`config.mk`:
```
export PLATFORM = sky130hd
export DESIGN_NAME = uart_tx_flat
export DESIGN_NICKNAME = d
export VERILOG_FILES = /design/src/rtl/uart_pkg.sv /design/src/rtl/uart_if.sv /design/src/rtl/sync_fifo.sv /design/src/rtl/uart_tx.sv /design/src/flat_wrapper.sv
export SDC_FILE = /design/constraint.sdc
export NUM_CORES = 1
export LEC_CHECK = 0
export BUFFER_PORTS_ARGS = -buffer_cell sky130_fd_sc_hd__buf_2
export CORE_MARGIN = 2
export CORE_UTILIZATION = 35
export CTS_BUF_LIST = sky130_fd_sc_hd__clkbuf_16
export CTS_CLUSTER_SIZE = 16
export DETAILED_ROUTE_END_ITERATION = 8
export SETUP_SLACK_MARGIN = 0.2
export SLEW_MARGIN = 20
export SYNTH_ARGS = -nofsm -noshare
export SYNTH_HDL_FRONTEND = slang
export SYNTH_SLANG_ARGS = --single-unit
```
`constraint.sdc`:
```
create_clock -name clock -period 8.8 [get_ports clock]
set_clock_uncertainty 0.1 [all_clocks]
set_input_delay 0.88 -clock clock [delete_from_list [all_inputs] [get_ports clock]]
set_output_delay 0.88 -clock clock [all_outputs]
set_load 0.01 [all_outputs]
```
`src/rtl/uart_pkg.sv`:
```
// Shared definitions for the UART transmitter: FSM state encoding, bus register
// offsets and STATUS register bit positions, plus a helper that packs STATUS.
package uart_pkg;

  typedef enum logic [1:0] {
    StIdle,
    StStart,
    StData,
    StStop
  } uart_state_e;

  // Word offsets decoded from bus_addr[0].
  localparam logic RegData   = 1'b0;
  localparam logic RegStatus = 1'b1;

  // STATUS register layout.
  localparam int unsigned StatFullBit  = 0;
  localparam int unsigned StatEmptyBit = 1;
  localparam int unsigned StatBusyBit  = 2;
  localparam int unsigned StatOvfBit   = 3;
  localparam int unsigned StatCountLsb = 8;

  function automatic logic [31:0] status_word(logic [7:0] count, logic ovf, logic busy,
                                              logic empty, logic full);
    logic [31:0] w;
    w                       = '0;
    w[StatCountLsb +: 8]    = count;
    w[StatOvfBit]           = ovf;
    w[StatBusyBit]          = busy;
    w[StatEmptyBit]         = empty;
    w[StatFullBit]          = full;
    return w;
  endfunction

endpackage

```
`src/rtl/uart_if.sv`:
```
// Word-addressed register bus used to reach the UART transmitter.
//   sel        : chip select, qualifies every access
//   bus_addr   : word address (only bit 0 is decoded by the UART)
//   bus_data_w : write data
//   bus_mask_w : byte write enables, all-zero means read
//   bus_data_r : registered read data (returned the cycle after a read)
interface uart_if;
  logic        sel;
  logic [29:0] bus_addr;
  logic [31:0] bus_data_r;
  logic [31:0] bus_data_w;
  logic [3:0]  bus_mask_w;

  modport master (
    output sel, bus_addr, bus_data_w, bus_mask_w,
    input  bus_data_r
  );

  modport slave (
    input  sel, bus_addr, bus_data_w, bus_mask_w,
    output bus_data_r
  );
endinterface

```
`src/rtl/sync_fifo.sv`:
```
// Synchronous first-word-fall-through FIFO, 8-bit entries.
//   clk_i   : clock
//   rst_i   : synchronous active-high reset (empties the FIFO)
//   push_i  : write data_i; ignored when full at the start of the cycle
//   data_i  : write data
//   pop_i   : discard head entry; ignored when empty
//   data_o  : head entry (valid when !empty_o)
//   full_o  : count == DEPTH
//   empty_o : count == 0
//   count_o : number of stored entries
module sync_fifo #(
  parameter int unsigned DEPTH = 16
) (
  input  logic                     clk_i,
  input  logic                     rst_i,
  input  logic                     push_i,
  input  logic [7:0]               data_i,
  input  logic                     pop_i,
  output logic [7:0]               data_o,
  output logic                     full_o,
  output logic                     empty_o,
  output logic [$clog2(DEPTH):0]   count_o
);
  localparam int unsigned PtrW = $clog2(DEPTH);
  localparam int unsigned CntW = PtrW + 1;

  logic [7:0]      mem_q [DEPTH];
  logic [PtrW-1:0] wr_ptr_q, wr_ptr_d;
  logic [PtrW-1:0] rd_ptr_q, rd_ptr_d;
  logic [CntW-1:0] count_q, count_d;
  logic            do_push, do_pop;

  assign full_o  = (count_q == CntW'(DEPTH));
  assign empty_o = (count_q == '0);
  assign count_o = count_q;
  assign data_o  = mem_q[rd_ptr_q];

  // Full is judged on the registered count, so a push into a full FIFO is dropped
  // even if a pop frees a slot in the same cycle.
  assign do_push = push_i && !full_o;
  assign do_pop  = pop_i && !empty_o;

  // Pointers are exactly PtrW bits wide, so they wrap modulo DEPTH for free.
  always_comb begin
    wr_ptr_d = wr_ptr_q;
    rd_ptr_d = rd_ptr_q;
    count_d  = count_q;
    if (do_push) wr_ptr_d = wr_ptr_q + 1'b1;
    if (do_pop)  rd_ptr_d = rd_ptr_q + 1'b1;
    if (do_push && !do_pop)      count_d = count_q + 1'b1;
    else if (!do_push && do_pop) count_d = count_q - 1'b1;
  end

  always_ff @(posedge clk_i) begin
    if (rst_i) begin
      wr_ptr_q <= '0;
      rd_ptr_q <= '0;
      count_q  <= '0;
    end else begin
      wr_ptr_q <= wr_ptr_d;
      rd_ptr_q <= rd_ptr_d;
      count_q  <= count_d;
    end
  end

  always_ff @(posedge clk_i) begin
    if (do_push) mem_q[wr_ptr_q] <= data_i;
  end

endmodule

```
`src/rtl/uart_tx.sv`:
```
// UART transmitter (8N1, LSB first, idle high) with a byte FIFO behind a simple
// register bus.
//   clock : single clock, rising edge
//   reset : synchronous active-high reset; aborts any frame and empties the FIFO
//   bus   : register bus (slave side); DATA (offset 0) write pushes a byte,
//           STATUS (offset 1) read returns {count, overflow, busy, empty, full},
//           STATUS write with data bit 3 clears the sticky overflow flag
//   tx    : serial line
module uart_tx
  import uart_pkg::*;
#(
  parameter int unsigned DIV   = 16,
  parameter int unsigned DEPTH = 16
) (
  input  logic  clock,
  input  logic  reset,
  uart_if.slave bus,
  output logic  tx
);
  localparam int unsigned BaudW = $clog2(DIV);
  localparam int unsigned CntW  = $clog2(DEPTH) + 1;
  localparam logic [BaudW-1:0] BaudReload = BaudW'(DIV - 1);

  uart_state_e      state_q, state_d;
  logic [BaudW-1:0] baud_q, baud_d;
  logic [2:0]       bit_q, bit_d;
  logic [7:0]       shift_q, shift_d;
  logic             ovf_q, ovf_d;
  logic [31:0]      rdata_q, rdata_d;

  logic            bus_rd, bus_wr, ovf_clr, busy;
  logic            fifo_push, fifo_pop, fifo_full, fifo_empty;
  logic [7:0]      fifo_data;
  logic [CntW-1:0] fifo_count;
  logic            unused_bus;

  assign unused_bus = ^{bus.bus_addr[29:1], bus.bus_data_w[31:8]};

  // Bus decode; accesses during reset are ignored. Writes only care about lane 0.
  assign bus_rd    = bus.sel && (bus.bus_mask_w == 4'b0000) && !reset;
  assign bus_wr    = bus.sel && bus.bus_mask_w[0] && !reset;
  assign fifo_push = bus_wr && (bus.bus_addr[0] == RegData);
  assign ovf_clr   = bus_wr && (bus.bus_addr[0] == RegStatus) && bus.bus_data_w[3];
  assign busy      = (state_q != StIdle);

  assign bus.bus_data_r = rdata_q;

  sync_fifo #(
    .DEPTH (DEPTH)
  ) u_fifo (
    .clk_i   (clock),
    .rst_i   (reset),
    .push_i  (fifo_push),
    .data_i  (bus.bus_data_w[7:0]),
    .pop_i   (fifo_pop),
    .data_o  (fifo_data),
    .full_o  (fifo_full),
    .empty_o (fifo_empty),
    .count_o (fifo_count)
  );

  // Overflow flag and read data; STATUS reflects values before this cycle's update.
  always_comb begin
    ovf_d = ovf_q;
    if (fifo_push && fifo_full) ovf_d = 1'b1;  // a new drop beats a clear
    else if (ovf_clr)           ovf_d = 1'b0;

    rdata_d = '0;
    if (bus_rd && (bus.bus_addr[0] == RegStatus)) begin
      rdata_d = status_word(8'(fifo_count), ovf_q, busy, fifo_empty, fifo_full);
    end
  end

  // Frame sequencer: each of START, 8 data bits and STOP lasts DIV cycles.
  always_comb begin
    state_d  = state_q;
    baud_d   = baud_q;
    bit_d    = bit_q;
    shift_d  = shift_q;
    fifo_pop = 1'b0;
    tx       = 1'b1;
    unique case (state_q)
      StIdle: begin
        if (!fifo_empty) begin
          fifo_pop = 1'b1;
          shift_d  = fifo_data;
          baud_d   = BaudReload;
          state_d  = StStart;
        end
      end
      StStart: begin
        tx = 1'b0;
        if (baud_q == '0) begin
          baud_d  = BaudReload;
          bit_d   = 3'd0;
          state_d = StData;
        end else begin
          baud_d = baud_q - 1'b1;
        end
      end
      StData: begin
        tx = shift_q[0];
        if (baud_q == '0) begin
          baud_d  = BaudReload;
          shift_d = {1'b0, shift_q[7:1]};
          if (bit_q == 3'd7) state_d = StStop;
          else               bit_d   = bit_q + 3'd1;
        end else begin
          baud_d = baud_q - 1'b1;
        end
      end
      StStop: begin
        if (baud_q == '0) state_d = StIdle;
        else              baud_d  = baud_q - 1'b1;
      end
      default: state_d = StIdle;
    endcase
  end

  always_ff @(posedge clock) begin
    if (reset) begin
      state_q <= StIdle;
      baud_q  <= '0;
      bit_q   <= '0;
      shift_q <= '0;
      ovf_q   <= 1'b0;
      rdata_q <= '0;
    end else begin
      state_q <= state_d;
      baud_q  <= baud_d;
      bit_q   <= bit_d;
      shift_q <= shift_d;
      ovf_q   <= ovf_d;
      rdata_q <= rdata_d;
    end
  end

endmodule

```
`src/flat_wrapper.sv`:
```
// flat-port wrapper written by rule: the top's interface ports become plain ports
module uart_tx_flat import uart_pkg::*;
#(
  parameter int unsigned DIV   = 16,
  parameter int unsigned DEPTH = 16
)
  (clock, reset, tx, bus_sel, bus_bus_addr, bus_bus_data_w, bus_bus_mask_w, bus_bus_data_r);
  uart_if bus_i ();
  input  logic clock;
  input  logic reset;
  output logic tx;
  input wire logic [$bits(bus_i.sel)-1:0] bus_sel;
  input wire logic [$bits(bus_i.bus_addr)-1:0] bus_bus_addr;
  input wire logic [$bits(bus_i.bus_data_w)-1:0] bus_bus_data_w;
  input wire logic [$bits(bus_i.bus_mask_w)-1:0] bus_bus_mask_w;
  output wire logic [$bits(bus_i.bus_data_r)-1:0] bus_bus_data_r;
  assign bus_i.sel = bus_sel;
  assign bus_i.bus_addr = bus_bus_addr;
  assign bus_i.bus_data_w = bus_bus_data_w;
  assign bus_i.bus_mask_w = bus_bus_mask_w;
  assign bus_bus_data_r = bus_i.bus_data_r;
  uart_tx #(.DIV(DIV), .DEPTH(DEPTH)) u_core (.clock(clock), .reset(reset), .bus(bus_i), .tx(tx));
endmodule
```
Yosys cells after proc, flatten, opt, wreduce, memory -nomap -nowiden
Memories as Yosys holds them, arrays and structs flattened. A register that Yosys moved wholly into a read port is not among the register bits.
Cells that the tools add are included.
{"block": "word_totals", "regBits": 63, "ramBits": 128, "inputBits": 69, "out_inout_bits": 33, "elab_cells": 92, "mem_count": 1}
{"block": "classes", "n_addsub": 6, "eq_ne": 12, "mux": 28, "n_bitwise": 2, "n_reduce_logical": 33}
{"memory": "u_core.u_fifo.mem_q", "words": 16, "width": 8, "rd": 1, "rd_ports_with_merged_regs": 1, "write_ports": 1, "line_no": "sync_fifo.sv:27", "source": "logic [7:0] mem_q [DEPTH];"}
{"operator": "$mux W4", "n": 5}
{"operator": "$mux W8", "n": 2}
{"operator": "$pmux W8 S2", "n": 1}
{"operator": "$logic_and A1 B1 Y1", "n": 13}
{"operator": "$pmux W4 S3", "n": 1}
{"operator": "$mux W2", "n": 5}
{"operator": "$mux W5", "n": 2}
{"operator": "$reduce_bool A2 Y1", "n": 5}
{"operator": "$mux W3", "n": 3}
{"operator": "$add A4 B1 Y4 const B", "n": 2}
{"operator": "$logic_not A4 Y1", "n": 2}
{"operator": "$ne A2 B1 Y1 const B", "n": 4}
{"operator": "$pmux W2 S4", "n": 1}
{"operator": "$mux W1", "n": 6}
{"operator": "$ne A2 B2 Y1 const B", "n": 3}
{"operator": "$pmux W3 S2", "n": 1}
{"operator": "$add A5 B1 Y5 const B", "n": 1}
{"operator": "$eq A5 B5 Y1 const B", "n": 1}
{"operator": "$logic_not A1 Y1", "n": 5}
{"operator": "$logic_not A5 Y1", "n": 1}
{"operator": "$reduce_and A5 Y1", "n": 1}
{"operator": "$sub A5 B1 Y5 const B", "n": 1}
{"operator": "$eq A2 B2 Y1 const B", "n": 2}
{"operator": "$reduce_and A4 Y1", "n": 1}
{"operator": "10 further kinds", "n": 12}

Longest topological paths before layout
Gate-level depths: netlist (run 1).
{"block": "depth", "depth_word": 8, "mapped_depth": 12}

By module
From an unflattened synthesis (run 1), not the netlist that was laid out.
{"block": "unflattened", "cells_unflattened": 474, "area_unflattened_um2": 7213.2}
{"mod": "sync_fifo", "instances": 1, "cells_per_inst": 309, "area_each_um2": 5715.5, "seq_area_each_um2": 4184.0}
{"mod": "uart_tx", "instances": 1, "cells_per_inst": 165, "area_each_um2": 1497.7, "seq_area_each_um2": 540.5}

Worst setup path before layout (run 1)
OpenSTA, ideal clock, no wires.
{"block": "synth_path", "path_kind": "input -> register", "startpoint": "in reset", "endpoint": "reg u_core.u_fifo.count_q[4] (netlist: u_core.u_fifo.count_o[4])", "arrival_ns": 3.311, "required_time_ns": 8.579, "slack_ns": 5.268, "stages": 11, "path_buffers": 1, "cell_sequence": "buf_4 nand3b_1 a211oi_4 ha_1 inv_1 ha_1 nor2b_1 o21a_1 or3_1 a21oi_1 mux2_2"}
{"block": "synth_via", "elab_chain_len": 7, "word_cells_on_any_way": 9}
{"element": "start, declared", "line_no": "flat_wrapper.sv:10", "source": "input logic reset;"}
{"element": "$logic_not A1 Y1 *", "line_no": "uart_tx.sv:41", "source": "assign bus_wr = bus.sel && bus.bus_mask_w[0] && !reset;"}
{"element": "$logic_and A1 B1 Y1 *", "line_no": "uart_tx.sv:41"}
{"element": "$logic_and A1 B1 Y1 *", "line_no": "uart_tx.sv:42", "source": "assign fifo_push = bus_wr && (bus.bus_addr[0] == RegData);"}
{"element": "$logic_and A1 B1 Y1 *", "line_no": "sync_fifo.sv:40", "source": "assign do_push = push_i && !full_o;"}
{"element": "named net u_core.u_fifo.do_push", "line_no": "sync_fifo.sv:31", "source": "logic do_push, do_pop;"}
{"element": "$logic_not A1 Y1", "line_no": "sync_fifo.sv:51", "source": "else if (!do_push && do_pop) count_d = count_q - 1'b1;"}
{"element": "$logic_and A1 B1 Y1", "line_no": "sync_fifo.sv:51"}
{"element": "$reduce_bool A2 Y1 (no line)"}
{"element": "end signal, assigned", "line_no": "sync_fifo.sv:62", "source": "count_q <= count_d;"}
{"element": "end, declared", "line_no": "sync_fifo.sv:30", "source": "logic [CntW-1:0] count_q, count_d;"}
The timed path passes the listed nets; every way through them passes the cells marked *.
A chain may end at the register's enable or synchronous reset.

Worst setup path after layout (run 1)
Ends and elaborated chain as after synthesis.

==> flow_summary.json, run 1 <==
{
  "status": "complete, no violations",
  "crit_fanout": 35,
  "place.gp.congestion": 0.7687,
  "fill_cells": 1843,
  "finalNonFillerCells": 800,
  "fin_setup_tns_ns": 0,
  "drtIter0Drc": 467,
  "finalWirelength_um": 13980,
  "syn_to_final_growth_pct": 12.16,
  "hpwl_um": 8782,
  "tightest_slew_ns": 1.004,
  "via_count": 3993,
  "synth-seq-cells": 172,
  "vias_per_cell": 4.991,
  "ff_latch_area_um2": 4728,
  "drc": 0,
  "setup.worst_path.start_class": "input port",
  "cts.sinks": 172,
  "max-cap-violations": 0,
  "hold_path_class": "reg2reg",
  "p_leak_uw": 0.002806,
  "drv_slew": 0,
  "std_cell_rows": 52,
  "nets": 605,
  "final-setup-viol-count": 0,
  "clockRootBuffer": "clkbuf_16",
  "setup_slack_ns": 5.159,
  "p_sw_frac": 0.3081,
  "post-route-period-util": 0.4137,
  "power.share.combinational": 0.256,
  "die_w_um": 148.9,
  "synthCells": 490,
  "yosysSeqAreaShare": 0.6432,
  "cts_tree": "built",
  "critPathArrivalTime_ns": 3.86,
  "min_period_ns": 3.641,
  "synth-async-reset-ratio": 0,
  "synth_edf_count": 128,
  "grt-ovfl-total": 0,
  "die_h_um": 148.9,
  "synth_area_um2": 7346,
  "wire_per_inst_um": 17.48,
  "cts-htree-levels": 4,
  "cp-end-kind": "flop",
  "first_global_vias": 4011,
  "synth_flop_cell": "edfxtp_1",
  "rsz0062_at_grt": "false",
  "track_usage": 0.1338,
  "ir_drop_mv": 0.1930,
  "path_class": "in2reg",
  "pre_cts_slack_ns": 4.722,
  "holdBufCountCts": 0,
  "port_buffers": 25,
  "power_frac_seq": 0.409,
  "p_int_uw": 1646,
  "placed_area_um2": 7601,
  "antenna_found_initial": 1,
  "grt_pass1_wl_um": 22140,
  "p_clk_frac": 0.335,
  "cts_buffers": 17,
  "cp.required_ns": 9.02,
  "postCtsSetupBuffers": 0,
  "multi_input_area_um2": 2327,
  "start_util": 0.3596,
  "clkLatencyLatePin_ns": 0.43,
  "core_um2": 20430,
  "timing.fmax_mhz": 274.7,
  "clockBufferDepth": 2,
  "clk_pin_slew_ns": 0.07,
  "switchingPower_uw": 733.0,
  "die_area_um2": 22160,
  "yosys_warnings": 0,
  "syn_avg_cell_area_um2": 14.99,
  "first_pass_iters": 6,
  "final_cell_mix": "edfxtp_1, nor2_1, dfxtp_1",
  "finalHoldViolCount": 0,
  "slew-limit-headroom": 0.3281,
  "final_area_um2": 8239,
  "final_common_cell": "edfxtp_1",
  "antenna_left": 0,
  "drive_above_1_share": 0.2060,
  "cts_resized": 0,
  "dp_cells": 767,
  "ios": 102,
  "powerDensity_nw_per_um2": 288.7,
  "grt_max_degree": 36,
  "yosysUniqueCellTypes": 51
}
[critical path, cell delays in order]
cell	delay, ns
buf_2	0.32
nand3b_1	0.31
a211oi_4	0.46
ha_1	0.32
inv_1	0.12
ha_1	0.32
nor2b_1	0.14
o21a_1	0.17
or3_1	0.31
a21oi_1	0.17
mux2_2	0.34
[metal layers]
layer / track usage / routed length (um) / vias to the layer above
li1: - / - / 1845
met1: 0.1733 / 6401 / 2016
met2: 0.2127 / 6500 / 114
met3: 0.03976 / 868 / 16
met4: 0.05190 / 202 / 2
met5: 0 / 11 / -
[registers in the layout, summed over array words and instances, names as in the netlist, 3 cells and up, named ones only]
name	count
u_core.baud_q	4
u_core.bit_q	3
u_core.bus.bus_data_r	9
u_core.shift_q	8
u_core.u_fifo.count_o	5
u_core.u_fifo.mem_q	128
u_core.u_fifo.rd_ptr_q	4
u_core.u_fifo.wr_ptr_q	4
[stage by stage]
step           total power [uW]    util  hold slack (ns)
6_report                   2379  0.4033           0.3787
5_1_grt                    2505  0.4032           0.4074
4_1_cts                    2397  0.4028           0.3840
3_5_place_dp               1599  0.3721           0.3730
3_3_place_gp               1576  0.3721           0.3572
2_1_floorplan              1509       -           0.3470
[cells in the mapped netlist, types with 3 or more instances]
master,number,area [um2]
xor2_1,6,52.55
a211o_1,3,26.28
nor3_1,16,80.08
buf_4,27,202.7
inv_1,12,45.04
edfxtp_1,128,3844
a21oi_1,18,90.09
nor2_1,56,210.2
dfxtp_1,44,880.8
buf_6,6,67.56
a211oi_1,7,52.55
mux2i_1,22,220.2
o21ai_0,4,20.02
nand2b_1,4,25.02
nand2_1,15,56.30
clkbuf_1,5,18.77
nor2b_1,4,25.02
mux4_2,32,720.7
and3_1,8,50.05
ha_1,19,237.7
buf_2,5,25.02
nand3_1,5,25.02
and2_1,5,31.28
o21ai_1,5,25.02
[power groups by stage]
stage / clock network, uW / registers (uW) / logic (uW)
after floorplan: 0 / 970 / 539
after global placement: 0 / 989 / 586
after detailed placement: 0 / 992 / 607
after CTS: 811 / 974 / 612
after global routing: 845 / 981 / 680
final: 796 / 974 / 609
[cell families after synthesis]
family                     synth area share
xor gates and xnor gates           0.009539
AOI/OAI and AO/OA                   0.04395
muxes                                0.1296
adders and majority gates           0.03509
buffers and inverters               0.05212
and+or+nand+nor                     0.08602
other                             0.0005105
DFF                                  0.6432
[path summary, 6_finish.rpt]
| kind | from | to | slack (ns) | cells after the start |
|---|---|---|---|---|
| max | reset | u_core.u_fifo.count_o[4] | 5.16 | 11 |
| min | u_core.bit_q[2] | u_core.bit_q[2] | 0.38 | 2 |
| min reg2reg | u_core.bit_q[2] | u_core.bit_q[2] | 0.38 | 2 |
| max reg2reg | u_core.u_fifo.count_o[0] | u_core.u_fifo.count_o[4] | 5.40 | 10 |
[final cells by class]
class                   count  share of cell area
flip-flops and latches    172              0.5739
multi-input cells         282              0.2825
repair buffers             31             0.02065
clock inverters            15             0.02460
clock buffers              17             0.05163
diodes                      1           0.0003037
inverters                  12            0.005467
well taps                 270             0.04100
Note: power is estimated with default switching activity, not from simulation.
==> run 2: changes to the inputs <==
--- a/config.mk
+++ b/config.mk
@@ -5,6 +5,7 @@
 export SDC_FILE = /design/constraint.sdc
 export NUM_CORES = 1
 export LEC_CHECK = 0
+export ABC_AREA = 1
 export BUFFER_PORTS_ARGS = -buffer_cell sky130_fd_sc_hd__buf_2
 export CORE_MARGIN = 2
 export CORE_UTILIZATION = 35
==> constraint.sdc (replaced) <==
create_clock -name clock -period 3.65 [get_ports clock]
set_clock_uncertainty 0.1 [all_clocks]
set_input_delay 0.365 -clock clock [delete_from_list [all_inputs] [get_ports clock]]
set_output_delay 0.365 -clock clock [all_outputs]
set_load 0.01 [all_outputs]
==> flow_summary.json, run 2 <==
{
  "timing.rr.start": "u_core.u_fifo.count_o[0]",
  "wire_per_inst_um": 14.44,
  "synth-async-reset-ratio": 0,
  "synthCells": 805,
  "setup.worst_path.start_class": "flop",
  "final_common_cell": "nand2_1",
  "drc": 0,
  "cp-startpoint": "u_core.u_fifo.count_o[0]",
  "nets": 913,
  "hpwl_um": 9745,
  "syn_to_final_growth_pct": 10.02,
  "cp.required_ns": 3.87,
  "synth_edf_count": 128,
  "finalPower_uw": 5760,
  "track_usage": 0.1387,
  "yosysUniqueCellTypes": 38,
  "status": "complete, no violations",
  "synthAdderAreaFrac": 0.03297,
  "cts-htree-levels": 4,
  "yosys_warnings": 0,
  "die_area_um2": 23550,
  "finalWirelength_um": 16110,
  "first_pass_iters": 5,
  "drive_above_1_share": 0.1100,
  "m1WireLength_um": 6704,
  "synth_top_cell_by_area": "edfxtp_1",
  "cpPeakStageDelay_ns": 0.35,
  "slew-limit-headroom": 0.4229,
  "synth_flop_cell": "edfxtp_1",
  "dr_wl_met2_um": 8357,
  "grt_max_degree": 68,
  "tightest_slew_ns": 0.8624,
  "start_util": 0.3571,
  "grt_pass1_wl_um": 25070,
  "rsz0062_at_grt": "false",
  "ios": 102,
  "cp_top_family": "simple AND/OR/NAND/NOR gates",
  "postCtsSetupBuffers": 0,
  "regMostFlops": "u_core.u_fifo.mem_q",
  "post-route-period-util": 0.6785,
  "fin_setup_tns_ns": 0,
  "ir_drop_mv": 0.4727,
  "cts_resized": 0,
  "core_um2": 21890,
  "final_cell_mix": "nand2_1, edfxtp_1, inv_1",
  "synth_mux_area_frac": 0,
  "synth-compound-area-share": 0.04289,
  "critPathMostFrequentCell": "nor2_1",
  "placed_area_um2": 8046,
  "synth_area_um2": 7817,
  "pre_cts_slack_ns": 0.9533,
  "final-setup-viol-count": 0,
  "die_h_um": 153.5,
  "port_buffers": 25,
  "final_area_um2": 8601,
  "yosys-top-cells-count": "nand2_1, edfxtp_1, inv_1",
  "powerDensity_nw_per_um2": 669.8,
  "synth_xor_area_frac": 0.004481,
  "grt-ovfl-total": 0,
  "synth.top_cell.area_share": 0.4917,
  "cpMaxStageDelayCell": "dfxtp_1",
  "path_class": "reg2reg",
  "yosysMostFrequentCell": "nand2_1",
  "n_antenna_cell": 0,
  "synth-seq-cells": 172,
  "synth-simple-area-share": 0.2188,
  "drv_slew": 0,
  "vias_per_cell": 4.650,
  "timing.fmax_mhz": 403.8,
  "first_global_vias": 4779,
  "cp-end-kind": "flop",
  "clockBufferDepth": 2,
  "via_count": 5189,
  "syn_avg_cell_area_um2": 9.711,
  "std_cell_rows": 54,
  "hold_path.startpoint": "bus_bus_addr[0]",
  "setup_slack_ns": 1.173,
  "p_leak_uw": 0.003571,
  "ys_top_cells_by_area": "edfxtp_1, dfxtp_1, nand2_1, nand3_1, inv_1",
  "cts_buffers": 17,
  "cp_num_buf_inv": 1,
  "finalHoldViolCount": 0,
  "min_period_ns": 2.477,
  "die_w_um": 153.5,
  "synth_top_family_by_area": "simple AND/OR/NAND/NOR gates",
  "hold_path_class": "in2reg",
  "antenna_left": 0,
  "cts_tree": "built",
  "cts.sinks": 172,
  "cp_cell_sequence": "nor2_2 > nand4_2 > nand2_1 > ha_1 > inv_1 > ha_1 > a21oi_1 > nor2_1 > o21ai_0 > nand3_1 > nor2_1 > nor2_1",
  "holdBufCountCts": 0,
  "clk_pin_slew_ns": 0.06,
  "crit_fanout": 5,
  "antenna_found_initial": 0,
  "top_layer": "met4",
  "clockRootBuffer": "clkbuf_16",
  "wl_met3_um": 839,
  "drtIter0Drc": 336,
  "place.gp.congestion": 0.7668,
  "yosysSeqAreaShare": 0.6044,
  "critPathArrivalTime_ns": 2.70,
  "largest_register_ffs": 128,
  "clkLatencyLatePin_ns": 0.42,
  "max-cap-violations": 0
}
## run 2: cell types whose count changed after synthesis, sizes merged, moves of 9 or more
| cell | delta |
|---|---|
| nor2 | +15 |
| a21oi | +10 |
| buf | +9 |
| nor3 | -14 |
| nand2 | +210 |
| mux4 | -32 |
| o21ai | +15 |
| mux2i | -22 |
| and3 | -10 |
| inv | +85 |
| nand3 | +86 |
## run 2: logic make-up after synthesis
family / Yosys count
and+or+nand+nor: 398
adders and majority gates: 20
xor gates and xnor gates: 4
buffers and inverters: 152
DFF: 172
AOI/OAI and AO/OA: 58
other: 1
## run 2: path summary, 6_finish.rpt
check,end,slack [ns],cells after the start
hold / removal,u_core.ovf_q,0.16,4
hold reg to reg,u_core.bus.bus_data_r[3],0.32,2
setup / recovery,u_core.u_fifo.count_o[4],1.17,12
setup reg to reg,u_core.u_fifo.count_o[4],1.17,12
## run 2: per-layer routing
layer | GRT usage | up-vias
met5 | 0 | -
met4 | 0.03932 | 0
met3 | 0.03346 | 17
met2 | 0.2504 | 120
met1 | 0.1641 | 2446
li1 | - | 2606
## run 2: where the power goes
part,switching [uW],internal (uW)
logic,1190,555
registers,86.7,2210
clock network,725,994
total,2000,3760
## run 2: through the flow
step / hold slack [ns] / std cells / util
after floorplan: 0.3048 / 827 / -
after global placement: 0.3176 / 1085 / 0.3676
after detailed placement: 0.3212 / 1085 / 0.3676
after CTS: 0.1483 / 1116 / 0.3929
after global routing: 0.1608 / 1116 / 0.3929
final: 0.1596 / 1116 / 0.3929
## run 2: final cells by class
| type | instances | area (um2) |
|---|---|---|
| Fill cell | 2180 | 13290 |
| Sequential cell | 172 | 4726 |
| Multi-Input combinational cell | 503 | 2425 |
| Clock buffer | 17 | 425.4 |
| Inverter | 99 | 375.4 |
| Tap cell | 280 | 350.3 |
| Timing Repair Buffer | 31 | 170.2 |
| Clock inverter | 14 | 128.9 |
## run 2: worst reg2reg max path: stages (launching register included)
cell	delay (ns)
dfxtp_1	0.35
nor2_2	0.18
nand4_2	0.18
nand2_1	0.23
ha_1	0.26
inv_1	0.13
ha_1	0.33
a21oi_1	0.15
nor2_1	0.06
o21ai_0	0.15
nand3_1	0.11
nor2_1	0.10
nor2_1	0.05
==> run 3: changes to the inputs <==
--- a/config.mk
+++ b/config.mk
@@ -5,7 +5,7 @@
 export SDC_FILE = /design/constraint.sdc
 export NUM_CORES = 1
 export LEC_CHECK = 0
-export ABC_AREA = 1
+export ABC_AREA = 0
 export BUFFER_PORTS_ARGS = -buffer_cell sky130_fd_sc_hd__buf_2
 export CORE_MARGIN = 2
 export CORE_UTILIZATION = 35
==> constraint.sdc (replaced) <==
create_clock -name clock -period 2.4 [get_ports clock]
set_clock_uncertainty 0.1 [all_clocks]
set_input_delay 0.24 -clock clock [delete_from_list [all_inputs] [get_ports clock]]
set_output_delay 0.24 -clock clock [all_outputs]
set_load 0.01 [all_outputs]
==> flow_summary.json, run 3 (synthesized netlist as in run 1, its figures left out) <==
{
  "min_path_cells": 1,
  "path_class": "reg2reg",
  "top_layer": "met4",
  "regMostFlops": "u_core.u_fifo.mem_q",
  "std_cell_rows": 52,
  "ff2ff_setup_slack_ns": -0.19,
  "cp.required_ns": 2.61,
  "switchingPower_uw": 2763,
  "cp-end-kind": "flop",
  "vias_per_cell": 4.809,
  "cts-htree-levels": 4,
  "cts_buffers": 17,
  "port_buffers": 25,
  "crit_fanout": 4,
  "nets": 648,
  "rsz0062_at_grt": "true",
  "hold_path.startpoint": "bus_bus_data_w[2]",
  "die_h_um": 148.9,
  "fin_setup_tns_ns": -0.1920,
  "dr_wl_met2_um": 7019,
  "hpwl_um": 9468,
  "clockBufferDepth": 2,
  "hold_path_class": "in2reg",
  "finalHoldViolCount": 0,
  "clockRootBuffer": "clkbuf_16",
  "timing.fmax_mhz": 385.8,
  "die_w_um": 148.9,
  "antenna_left": 0,
  "post-route-period-util": 1.080,
  "track_usage": 0.1350,
  "timing.rr.end": "u_core.u_fifo.count_o[4]",
  "die_area_um2": 22160,
  "finalWirelength_um": 14150,
  "timing.rr.start": "u_core.u_fifo.count_o[1]",
  "n_antenna_cell": 0,
  "power_frac_seq": 0.402,
  "core_um2": 20430,
  "min_to": "u_core.u_fifo.mem_q[7][2]",
  "powerDensity_nw_per_um2": 1021,
  "min_period_ns": 2.592,
  "p_clk_frac": 0.296,
  "drive_above_1_share": 0.2885,
  "p_sw_frac": 0.3140,
  "pre_cts_slack_ns": -0.2531,
  "ios": 102,
  "drc": 0,
  "p_leak_uw": 0.003013,
  "finalPower_uw": 8801,
  "status": "complete, but fails checks",
  "grt_max_degree": 35,
  "clkLatencyLatePin_ns": 0.42,
  "drv_slew": 0,
  "m1WireLength_um": 6281,
  "critPathArrivalTime_ns": 2.80,
  "largest_register_ffs": 128,
  "violations": "negative setup slack",
  "start_util": 0.3596,
  "whs_ns": 0.09835,
  "grt-ovfl-total": 0,
  "syn_to_final_growth_pct": 17.34,
  "cts_tree": "built",
  "cts.sinks": 172,
  "first_global_vias": 4158,
  "clk_pin_slew_ns": 0.07,
  "place.gp.congestion": 0.7791,
  "power.share.combinational": 0.302,
  "final_cell_mix": "edfxtp_1, nor2_1, buf_4",
  "final-setup-viol-count": 1,
  "setup_slack_ns": -0.1920,
  "setup.worst_path.start_class": "flop",
  "drtIter0Drc": 268,
  "max-cap-violations": 0,
  "wl_met3_um": 808,
  "via_count": 4049,
  "final_common_cell": "edfxtp_1",
  "first_pass_iters": 5,
  "p_int_uw": 6038,
  "grt_pass1_wl_um": 22310,
  "antenna_found_initial": 0,
  "rr_worst_depth": 11,
  "wire_per_inst_um": 16.80,
  "ir_drop_mv": 0.6109
}
## run 3: cell count changes in the layout (fill, tap and decap cells not counted), moves of 11 or more
cell	before	now
o21ai_0	24	3
inv_1	96	12
mux4_2	0	32
nand3_1	89	5
mux2i_1	0	22
buf_4	6	45
nand2_1	213	14
nor3_1	3	14
## run 3: repair_timing
item                       4_1_cts  5_1_grt
resized for setup                8       10
pin swaps                        3        1
setup endpoints to repair        5       17
hold buffers                     0        0
setup buffers                    1        1
## run 3: layout make-up
| type | instances | area [um2] |
|---|---|---|
| Inverter | 12 | 47.55 |
| Sequential cell | 172 | 4731 |
| Clock inverter | 15 | 137.6 |
| Fill cell | 1846 | 11810 |
| Timing Repair Buffer | 74 | 525.5 |
| Tap cell | 270 | 337.8 |
| Multi-Input combinational cell | 282 | 2415 |
| Clock buffer | 17 | 425.4 |
## run 3: how the worst max path moves through the flow
stage	start	end	depth (start not counted)	slack (ns)
2_1_floorplan	u_core.u_fifo.count_o[3]	u_core.u_fifo.count_o[4]	11	-0.34
3_3_place_gp	u_core.u_fifo.count_o[3]	u_core.u_fifo.count_o[4]	10	-0.22
3_5_place_dp	u_core.u_fifo.count_o[3]	u_core.u_fifo.count_o[4]	10	-0.25
4_1_cts	u_core.u_fifo.count_o[1]	u_core.u_fifo.count_o[4]	11	-0.22
5_1_grt	u_core.u_fifo.count_o[1]	u_core.u_fifo.count_o[4]	11	-0.30
6_report	u_core.u_fifo.count_o[1]	u_core.u_fifo.count_o[4]	11	-0.19
## run 3: metal layers
layer / global-route usage / vias up
li1: - / 1928
met1: 0.1688 / 2008
met2: 0.2313 / 111
met3: 0.03731 / 2
met4: 0.03714 / 0
met5: 0 / -
## run 3: stage by stage
step,cell area [um2],utilization,std cells
floorplan,7463,-,512
global placement,7968,0.3900,808
detailed placement,7968,0.3900,808
CTS,8563,0.4192,841
global route,8620,0.4219,842
finish,8620,0.4219,842
## run 3: power groups by stage
stage          Clock (uW)  Sequential, uW  Combinational, uW
4_1_cts              2670            3540               2640
3_5_place_dp            0            3600               2540
5_1_grt              2780            3570               2940
2_1_floorplan           0            3560               1990
3_3_place_gp            0            3590               2450
6_report             2600            3540               2660
## run 3: critical path: stages, from the launching register on
cell and delay (ns):
dfxtp_2 0.33, nor4_4 0.25, buf_4 0.17, a21bo_4 0.14, ha_4 0.14, inv_4 0.05
ha_4 0.23, nor2b_1 0.12, o21a_1 0.18, or3_4 0.33, a21oi_2 0.14, mux2_4 0.30
